[config.mk]
export PLATFORM = sky130hd
export DESIGN_NAME = biu_request_queue
export DESIGN_NICKNAME = d
export VERILOG_FILES = /design/src/rtl/biu_pkg.sv /design/src/rtl/biu_req_fifo.sv /design/src/rtl/biu_request_queue.sv
export SDC_FILE = /design/constraint.sdc
export NUM_CORES = 1
export LEC_CHECK = 0
export CAP_MARGIN = 0
export CORE_AREA = 3 3 114 116
export CTS_CLUSTER_SIZE = 30
export DETAILED_ROUTE_END_ITERATION = 16
export DIE_AREA = 0 0 117 119
export PLACE_DENSITY_LB_ADDON = 0.25
export SKIP_CTS_REPAIR_TIMING = 1
export SYNTH_ARGS = -nofsm -noshare
export SYNTH_HDL_FRONTEND = slang
export SYNTH_SLANG_ARGS = --single-unit
[constraint.sdc]
create_clock -name clk -period 2.3 [get_ports clk]
set_input_delay 0.46 -clock clk [delete_from_list [all_inputs] [get_ports clk]]
set_output_delay 0.46 -clock clk [all_outputs]
set_load 0.02 [all_outputs]
[src/rtl/biu_pkg.sv]
// Shared types for the BIU request path.
//   biu_cmd_t  : one queued request {we, addr, wdata} at the default widths
//   rq_state_t : request-queue sequencer states
package biu_pkg;

    localparam int ADDR_W_DEF = 8;
    localparam int DATA_W_DEF = 8;

    typedef struct packed {
        logic                  we;
        logic [ADDR_W_DEF-1:0] addr;
        logic [DATA_W_DEF-1:0] wdata;
    } biu_cmd_t;

    typedef enum logic [1:0] {
        IDLE    = 2'd0,
        ISSUE   = 2'd1,
        WAIT    = 2'd2,
        CAPTURE = 2'd3
    } rq_state_t;

endpackage

[src/rtl/biu_req_fifo.sv]
// Synchronous first-word-fall-through FIFO with occupancy output.
//   clk, reset        : clock, async active-high reset
//   push, push_data   : write port; accepted when not full, or when full and
//                       a pop happens in the same cycle
//   pop               : advance the head (ignored when empty)
//   head              : current head entry, combinational
//   empty, full       : status flags
//   level             : number of valid entries (0..DEPTH)
module biu_req_fifo #(
    parameter int WIDTH = 17,
    parameter int DEPTH = 4
) (
    input  logic                     clk,
    input  logic                     reset,
    input  logic                     push,
    input  logic [WIDTH-1:0]         push_data,
    input  logic                     pop,
    output logic [WIDTH-1:0]         head,
    output logic                     empty,
    output logic                     full,
    output logic [$clog2(DEPTH):0]   level
);

    localparam int PW = $clog2(DEPTH);
    localparam logic [PW:0] DEPTH_L = DEPTH[PW:0];

    logic [WIDTH-1:0] mem [DEPTH];
    logic [PW-1:0]    wr_ptr;
    logic [PW-1:0]    rd_ptr;
    logic             do_push;
    logic             do_pop;

    assign empty   = (level == '0);
    assign full    = (level == DEPTH_L);
    assign do_pop  = pop && !empty;
    // A pop in the same cycle frees the slot the push is about to fill.
    assign do_push = push && (!full || do_pop);
    assign head    = mem[rd_ptr];

    always_ff @(posedge clk) begin
        if (do_push) begin
            mem[wr_ptr] <= push_data;
        end
    end

    // DEPTH is a power of two, so the pointers wrap naturally.
    always_ff @(posedge clk or posedge reset) begin
        if (reset) begin
            wr_ptr <= '0;
            rd_ptr <= '0;
            level  <= '0;
        end else begin
            if (do_push) begin
                wr_ptr <= wr_ptr + 1'b1;
            end
            if (do_pop) begin
                rd_ptr <= rd_ptr + 1'b1;
            end
            if (do_push && !do_pop) begin
                level <= level + 1'b1;
            end else if (!do_push && do_pop) begin
                level <= level - 1'b1;
            end
        end
    end

endmodule

[src/rtl/biu_request_queue.sv]
// Request queue in front of the bus interface unit.
// Buffers core requests, issues each one to the BIU as a single-cycle
// read/write strobe, waits for biu_ready (bounded by a watchdog), and
// returns a one-cycle response pulse to the core.
//   clk, reset                         : clock, async active-high reset
//   req_valid/req_ready/req_we/
//   req_addr/req_wdata                 : core request channel
//   rsp_valid/rsp_we/rsp_err/rsp_rdata : core response channel (no backpressure)
//   biu_read/biu_write/biu_addr/
//   biu_wdata/biu_ready/biu_rdata      : BIU side
//   level                              : request FIFO occupancy
//
// state   | meaning
// --------+-----------------------------------------------------------
// IDLE    | pop the FIFO head into the command register when available
// ISSUE   | one-cycle read or write strobe to the BIU
// WAIT    | wait for biu_ready; watchdog aborts after TIMEOUT cycles
// CAPTURE | sample biu_rdata, response pulse follows next cycle
module biu_request_queue
    import biu_pkg::*;
#(
    parameter int ADDR_W  = ADDR_W_DEF,
    parameter int DATA_W  = DATA_W_DEF,
    parameter int DEPTH   = 4,
    parameter int TIMEOUT = 15
) (
    input  logic                   clk,
    input  logic                   reset,
    input  logic                   req_valid,
    output logic                   req_ready,
    input  logic                   req_we,
    input  logic [ADDR_W-1:0]      req_addr,
    input  logic [DATA_W-1:0]      req_wdata,
    output logic                   rsp_valid,
    output logic                   rsp_we,
    output logic                   rsp_err,
    output logic [DATA_W-1:0]      rsp_rdata,
    output logic                   biu_read,
    output logic                   biu_write,
    output logic [ADDR_W-1:0]      biu_addr,
    output logic [DATA_W-1:0]      biu_wdata,
    input  logic                   biu_ready,
    input  logic [DATA_W-1:0]      biu_rdata,
    output logic [$clog2(DEPTH):0] level
);

    localparam int CMD_W = 1 + ADDR_W + DATA_W;
    localparam int CW    = $clog2(TIMEOUT + 1);
    localparam logic [CW-1:0] TMO_L = TIMEOUT[CW-1:0];

    rq_state_t         state;
    logic              cmd_we;
    logic [ADDR_W-1:0] cmd_addr;
    logic [DATA_W-1:0] cmd_wdata;
    logic [CW-1:0]     wait_cnt;
    logic [CW-1:0]     wait_cnt_nxt;

    logic              fifo_push;
    logic              fifo_pop;
    logic              fifo_empty;
    logic              fifo_full;
    logic [CMD_W-1:0]  fifo_head;

    assign req_ready = !fifo_full;
    assign fifo_push = req_valid && req_ready;
    assign fifo_pop  = (state == IDLE) && !fifo_empty;

    biu_req_fifo #(
        .WIDTH (CMD_W),
        .DEPTH (DEPTH)
    ) u_fifo (
        .clk       (clk),
        .reset     (reset),
        .push      (fifo_push),
        .push_data ({req_we, req_addr, req_wdata}),
        .pop       (fifo_pop),
        .head      (fifo_head),
        .empty     (fifo_empty),
        .full      (fifo_full),
        .level     (level)
    );

    // Strobes are decoded from ISSUE so they can never last beyond one cycle.
    assign biu_read     = (state == ISSUE) && !cmd_we;
    assign biu_write    = (state == ISSUE) && cmd_we;
    assign biu_addr     = cmd_addr;
    assign biu_wdata    = cmd_wdata;
    assign wait_cnt_nxt = wait_cnt + 1'b1;

    always_ff @(posedge clk or posedge reset) begin
        if (reset) begin
            state     <= IDLE;
            cmd_we    <= 1'b0;
            cmd_addr  <= '0;
            cmd_wdata <= '0;
            wait_cnt  <= '0;
            rsp_valid <= 1'b0;
            rsp_we    <= 1'b0;
            rsp_err   <= 1'b0;
            rsp_rdata <= '0;
        end else begin
            rsp_valid <= 1'b0;
            unique case (state)
                IDLE: begin
                    if (!fifo_empty) begin
                        cmd_we    <= fifo_head[CMD_W-1];
                        cmd_addr  <= fifo_head[DATA_W +: ADDR_W];
                        cmd_wdata <= fifo_head[DATA_W-1:0];
                        state     <= ISSUE;
                    end
                end
                ISSUE: begin
                    wait_cnt <= '0;
                    state    <= WAIT;
                end
                WAIT: begin
                    // A ready on the final watchdog cycle still completes normally.
                    if (biu_ready) begin
                        wait_cnt <= '0;
                        state    <= CAPTURE;
                    end else if (wait_cnt_nxt == TMO_L) begin
                        wait_cnt  <= '0;
                        rsp_valid <= 1'b1;
                        rsp_we    <= cmd_we;
                        rsp_err   <= 1'b1;
                        rsp_rdata <= '0;
                        state     <= IDLE;
                    end else begin
                        wait_cnt <= wait_cnt_nxt;
                    end
                end
                CAPTURE: begin
                    // biu_rdata is valid one cycle after biu_ready, i.e. now.
                    rsp_valid <= 1'b1;
                    rsp_we    <= cmd_we;
                    rsp_err   <= 1'b0;
                    rsp_rdata <= cmd_we ? '0 : biu_rdata;
                    state     <= IDLE;
                end
                default: begin
                    state <= IDLE;
                end
            endcase
        end
    end

endmodule

-- Word-level counts from Yosys, hierarchy flattened
Memory sizes are Yosys's and may differ from the RTL's. A register that Yosys moved wholly into a read port is not among the register bits.
Index checks and enable logic that the tools add are counted.
W data, S select, Z words.
- bits in registers: 24
- latch bits: 0
- RAM bits: 68
- bits in read-only memories: 0
- input bits: 29
- word-level logic and storage cells: 71
- memories: 1
- add/subtract/negate cells: 5
- multipliers: 0
- div/mod/pow operators: 0
- magnitude comparators: 0
- equality and inequality tests: 9
- shift-type cells: 0
- muxes and demuxes: 24
- bitwise operators: 1
- reduce and logical (&&, ||, !) cells: 22
- memory list (memory ; depth ; bits a word ; rd ports ; clocked after memory_dff ; wr ports ; line ; text):
    u_fifo.mem ; 4 ; 17 ; 1 ; 1 ; 1 ; biu_req_fifo.sv:27 ; logic [WIDTH-1:0] mem [DEPTH];
- operator list (kind ; count):
    $mux W8 ; 3
    $pmux W8 S2 ; 1
    $logic_and A1 B1 Y1 ; 8
    $mux W1 ; 8
    $mux W4 ; 2
    $pmux W2 S4 ; 1
    $pmux W4 S2 ; 1
    $mux W2 ; 3
    $mux W3 ; 2
    $ne A2 B2 Y1 const B ; 3
    $pmux W1 S2 ; 3
    $reduce_bool A2 Y1 ; 3
    $logic_not A1 Y1 ; 5
    $add A2 B1 Y2 const B ; 2
    $add A4 B1 Y4 const B ; 1
    $eq A2 B2 Y1 const B ; 2
    $eq A4 B4 Y1 const B ; 1
    $reduce_and A2 Y1 ; 2
    $add A3 B1 Y3 const B ; 1
    $eq A3 B3 Y1 const B ; 1
    $logic_not A3 Y1 ; 1
    $ne A3 B3 Y1 const B ; 1
    $reduce_and A3 Y1 ; 1
    $sub A3 B1 Y3 const B ; 1
    4 further kinds ; 4

-- Longest topological paths before layout
- depth after elaboration: 10
- depth in mapped cells: 10
- gate-level depth less buffers: 9

-- Cells and area by module
From an unflattened synthesis, not the netlist that was laid out.
- cell total of the unflattened synthesis: 263
- area, all modules: 4566.9 um2
- modules (own cells, without submodules) (module ; instances ; cells each ; area an instance (um2) ; seq. area each (um2)):
    biu_req_fifo ; 1 ; 125 ; 2929.1 ; 2217.1
    biu_request_queue ; 1 ; 138 ; 1637.8 ; 850.8

-- Worst setup path before layout
Ideal clock, no wire load.
- path kind: register to register
- start: register u_fifo.level[0]
- end: register u_fifo.level[2]
- library setup time: 80 ps
- arrival time: 2117 ps
- data required time: 2220 ps
- setup slack: 104 ps
- cell stages (with the launch flop): 10
- clock period less this slack: 2196 ps
- cell sequence: dfrtp_1 nor2_1 nand2_1 and2_0 ha_1 inv_1 fa_1 xor2_1 nor2_1 xor2_1
- RTL lines (item ; line ; text):
    start, declared ; biu_req_fifo.sv:21 ; output logic [$clog2(DEPTH):0] level
    start signal, assigned ; biu_req_fifo.sv:60 ; level <= level + 1'b1;
    start signal, assigned ; biu_req_fifo.sv:62 ; level <= level - 1'b1;
    $eq A3 B3 Y1 * ; biu_req_fifo.sv:34 ; assign full = (level == DEPTH_L);
    $logic_not A1 Y1 * ; biu_request_queue.sv:64 ; assign req_ready = !fifo_full;
    net req_ready ; biu_request_queue.sv:30 ; output logic req_ready,
    $logic_and A1 B1 Y1 or $logic_or A1 B1 Y1 (tied branches) ; biu_request_queue.sv:65, biu_req_fifo.sv:37 ;
    $logic_and A1 B1 Y1 * ; biu_req_fifo.sv:37 ; assign do_push = push && (!full || do_pop);
    net u_fifo.do_push ; biu_req_fifo.sv:30 ; logic do_push;
    $logic_not A1 Y1 ; biu_req_fifo.sv:61 ; end else if (!do_push && do_pop) begin
    $logic_and A1 B1 Y1 ; biu_req_fifo.sv:61 ;
    $reduce_bool A2 Y1 (no source line) ; -- ;
Mark *: on every way through the listed nets, which the timed path passes. The rest lies on a longest branch. The select of a mux whose other input is x is not followed.
A chain may end at the register's enable or synchronous reset.

-- Worst setup path in the final report
- start: register u_fifo.level[2]
- end: output req_ready
- word-level cells in the longest chain between the ends: 2
- RTL lines (item ; line):
    $eq A3 B3 Y1 ; biu_req_fifo.sv:34
    $logic_not A1 Y1 ; biu_request_queue.sv:64
    end, declared ; biu_request_queue.sv:30
Every way passes these cells.

==> flow_summary.yaml <==
layout:
  layout-drive-gt1-share: 0.219
  antenna_cells: 0
  syn_to_final_growth_pct: 25.7
  multi_input_area_um2: 1300
  ff_latch_area_um2: 3070
  final_core_util: 0.468
  fin_nets: 379
  nFillCells: 1064
worst_setup_path:
  worstSetupStartpointType: "flop"
  crit_type: "reg -> out"
  cp.required_ns: 1.84
  rr_startpoint: "state[0]"
  reg2reg_to: "u_fifo.level[2]"
  crit_end: "req_ready"
  slowest_stage: "clkdlybuf4s50_1"
  cpPeakStageDelay_ns: 0.63
  critPathCaptureType: "output pin"
  crit_path_cell_trace: "nand2_1 > clkdlybuf4s50_1"
  r2r_slack_ns: 0.27
  startpoint: "u_fifo.level[2]"
  worstPathMaxFanout: 6
  cp.arrival_ns: 1.61
  reg2regPathDepth: 9
sta:
  hold_viol_final: 0
  holdWs_ns: 0.491
  period_share: 0.901
  rsz0062_at_grt: "no"
  setup_viol: 0
  skew_ns: 0.00746
  finalCriticalPeriod_ns: 2.07
  relSlewSlack: 0.614
  slew_viol_final: 0
  fmax_mhz: 482
  setup_tns_ns: 0
  worst_slew_pin_slew_ns: 0.577
cts:
  cts_made_buffers: 9
  clk_pin_slew_ns: 0.07
  clkSinkCount: 109
  htree_num_levels: 3
  insertion_delay_ns: 0.34
  max-clock-path-buffers: 2
  cts_tree: "built"
  root_buffer: "clkbuf_16"
synthesis:
  synthSimpleGateAreaFrac: 0.0495
  synthFlopType: "edfxtp_1"
  ys_seq_area_frac: 0.686
  syn_nets: 300
  syn_area_per_cell_um2: 17.3
  synth_fa_ha_area_frac: 0.0380
  synth_top_area_share: 0.457
  syn_inst: 258
  async_reset_ff_frac: 0.376
  synthMuxAreaShare: 0.157
  netlist_area_um2: 4470
  yosys.cell_types.count: 39
  synth_top_area_cell: "edfxtp_1"
  synth_edf_count: 68
  synth_area_leaders: "edfxtp_1, dfrtp_1, mux4_2"
  synth_top_family_by_area: "multiplexers"
  ys_warn_count: 0
  synth_compound_area_frac: 0.0313
  post_synth_most_frequent_cells: "edfxtp_1, dfrtp_1, mux2_2, inv_1, mux4_2"
  yosysMostFrequentCell: "edfxtp_1"
  synth-seq-cells: 109
  synth_xor_area_frac: 0.0117
job:
  drv_cap: 0
place:
  globalplace.congestion: 0.773
  dp_hpwl_um: 5110
  placement.io_buffers: 61
global_routing:
  grt_pass1_vias: 2548
  antenna_found_initial: 0
  grt_overflow: 0
  grt_first_pass_wirelength_um: 13300
  grt.total_usage: 0.125
  grt_max_degree: 42
route:
  drc_errors: 0
  drt_iter0_markers: 87
  drt-wirelength-per-cell_um: 16.5
  routed_via_density: 4.83
  dr.pass1.iters: 4
  drt_wl_total_um: 8060
  antenna_left: 0
  vias: 2361
floorplanning:
  initial_core_util: 0.372
  dieArea_um2: 13900
  ios: 62
  core_area_um2: 12000
  dieWidth_um: 117
  fp-row-count: 40
  die_h_um: 119
power:
  power.density_nw_per_um2: 1310
  leakage_nw: 2.13
  vdd_ir_drop_max_uv: 496
run_status:
  status: "finished clean"
hold_path:
  hold_path_class: "reg -> reg"
-- layer usage --
layer,global-route usage,vias to the layer above,routed length [µm]
met5,0,-,0
met4,0.0344,0,125
met1,0.159,1191,3590
li1,-,1115,-
met2,0.209,47,4010
met3,0.0315,8,338
-- cells in the final DEF (no fill, tap or decap), types with 2 or more instances in the layout --
| cell | Yosys | final |
|---|---|---|
| nor2b_2 | 2 | 2 |
| o21ai_0 | 5 | 5 |
| ha_1 | 12 | 12 |
| and3_1 | 5 | 5 |
| buf_4 | 0 | 14 |
| dfrtp_1 | 41 | 41 |
| dlymetal6s2s_1 | 0 | 2 |
| clkbuf_16 | 0 | 9 |
| xor2_1 | 3 | 3 |
| xnor2_1 | 3 | 3 |
| nor2b_1 | 2 | 2 |
| mux2_2 | 20 | 20 |
| mux4_2 | 17 | 17 |
| clkinvlp_4 | 0 | 3 |
| a31oi_1 | 2 | 2 |
| nand2b_1 | 2 | 2 |
| inv_1 | 17 | 16 |
| mux2i_1 | 8 | 8 |
| edfxtp_1 | 68 | 68 |
| nor3_1 | 3 | 3 |
| inv_6 | 0 | 2 |
| nand2_1 | 15 | 15 |
| nor2_1 | 7 | 7 |
| clkdlybuf4s50_1 | 0 | 59 |
-- critical path: cells and delay by family, from the launching register on --
kind	cells	cell delay [ns]
AND/OR/NAND/NOR	1	0.18
buffers and inverters	1	0.63
flip-flops	1	0.46
-- how the worst min path moves through the flow --
stage                     slack, ns  cells after the start          from            to
after floorplan                0.48                      1   wait_cnt[3]   wait_cnt[3]
after global placement         0.47                      1       rsp_err       rsp_err
after detailed placement       0.47                      1       rsp_err       rsp_err
after CTS                      0.49                      1       rsp_err       rsp_err
after global routing           0.53                      1  biu_wdata[1]  biu_wdata[1]
final                          0.49                      1       rsp_err       rsp_err
-- cell families (layout without fill, tap and decap cells) --
family          count (synthesis)  in the layout
compound gates                 18             18
xor+xnor                        6              6
fa+ha+maj                      13             13
buf+inv                        24            108
flops                         109            109
mux                            46             46
simple gates                   42             42
-- report_power, final --
group,total (mW),switching (mW),leakage (nW),internal (mW)
clock,1.47,0.722,0.131,0.750
combinational,2.92,1.43,0.862,1.49
sequential,2.95,0.263,1.13,2.68
total,7.34,2.42,2.13,4.93
-- sequential cells by signal, summed over array words and instances (netlist names) --
signal,flops
biu_addr,8
biu_wdata,8
cmd_we,1
rsp_err,1
rsp_rdata,8
rsp_valid,1
rsp_we,1
state,2
u_fifo.level,3
u_fifo.mem,68
u_fifo.rd_ptr,2
u_fifo.wr_ptr,2
wait_cnt,4
-- through the flow --
step	worst slack, ns	instance area, µm²	instances	total power, mW
after floorplan	0.104	4470	258	4.86
after global routing	0.124	5620	489	7.81
after global placement	0.130	5330	473	5.95
after detailed placement	0.0633	5330	473	6.00
final	0.227	5620	489	7.34
after CTS	0.0134	5620	489	7.49
-- cell type report --
class,count,area share
clock inverters,7,0.0109
clock buffers,9,0.0400
multi-input cells,125,0.231
inverters,17,0.0113
flip-flops and latches,109,0.545
well taps,147,0.0327
repair buffers,75,0.128
No activity file was read; power rests on OpenSTA's default activity.
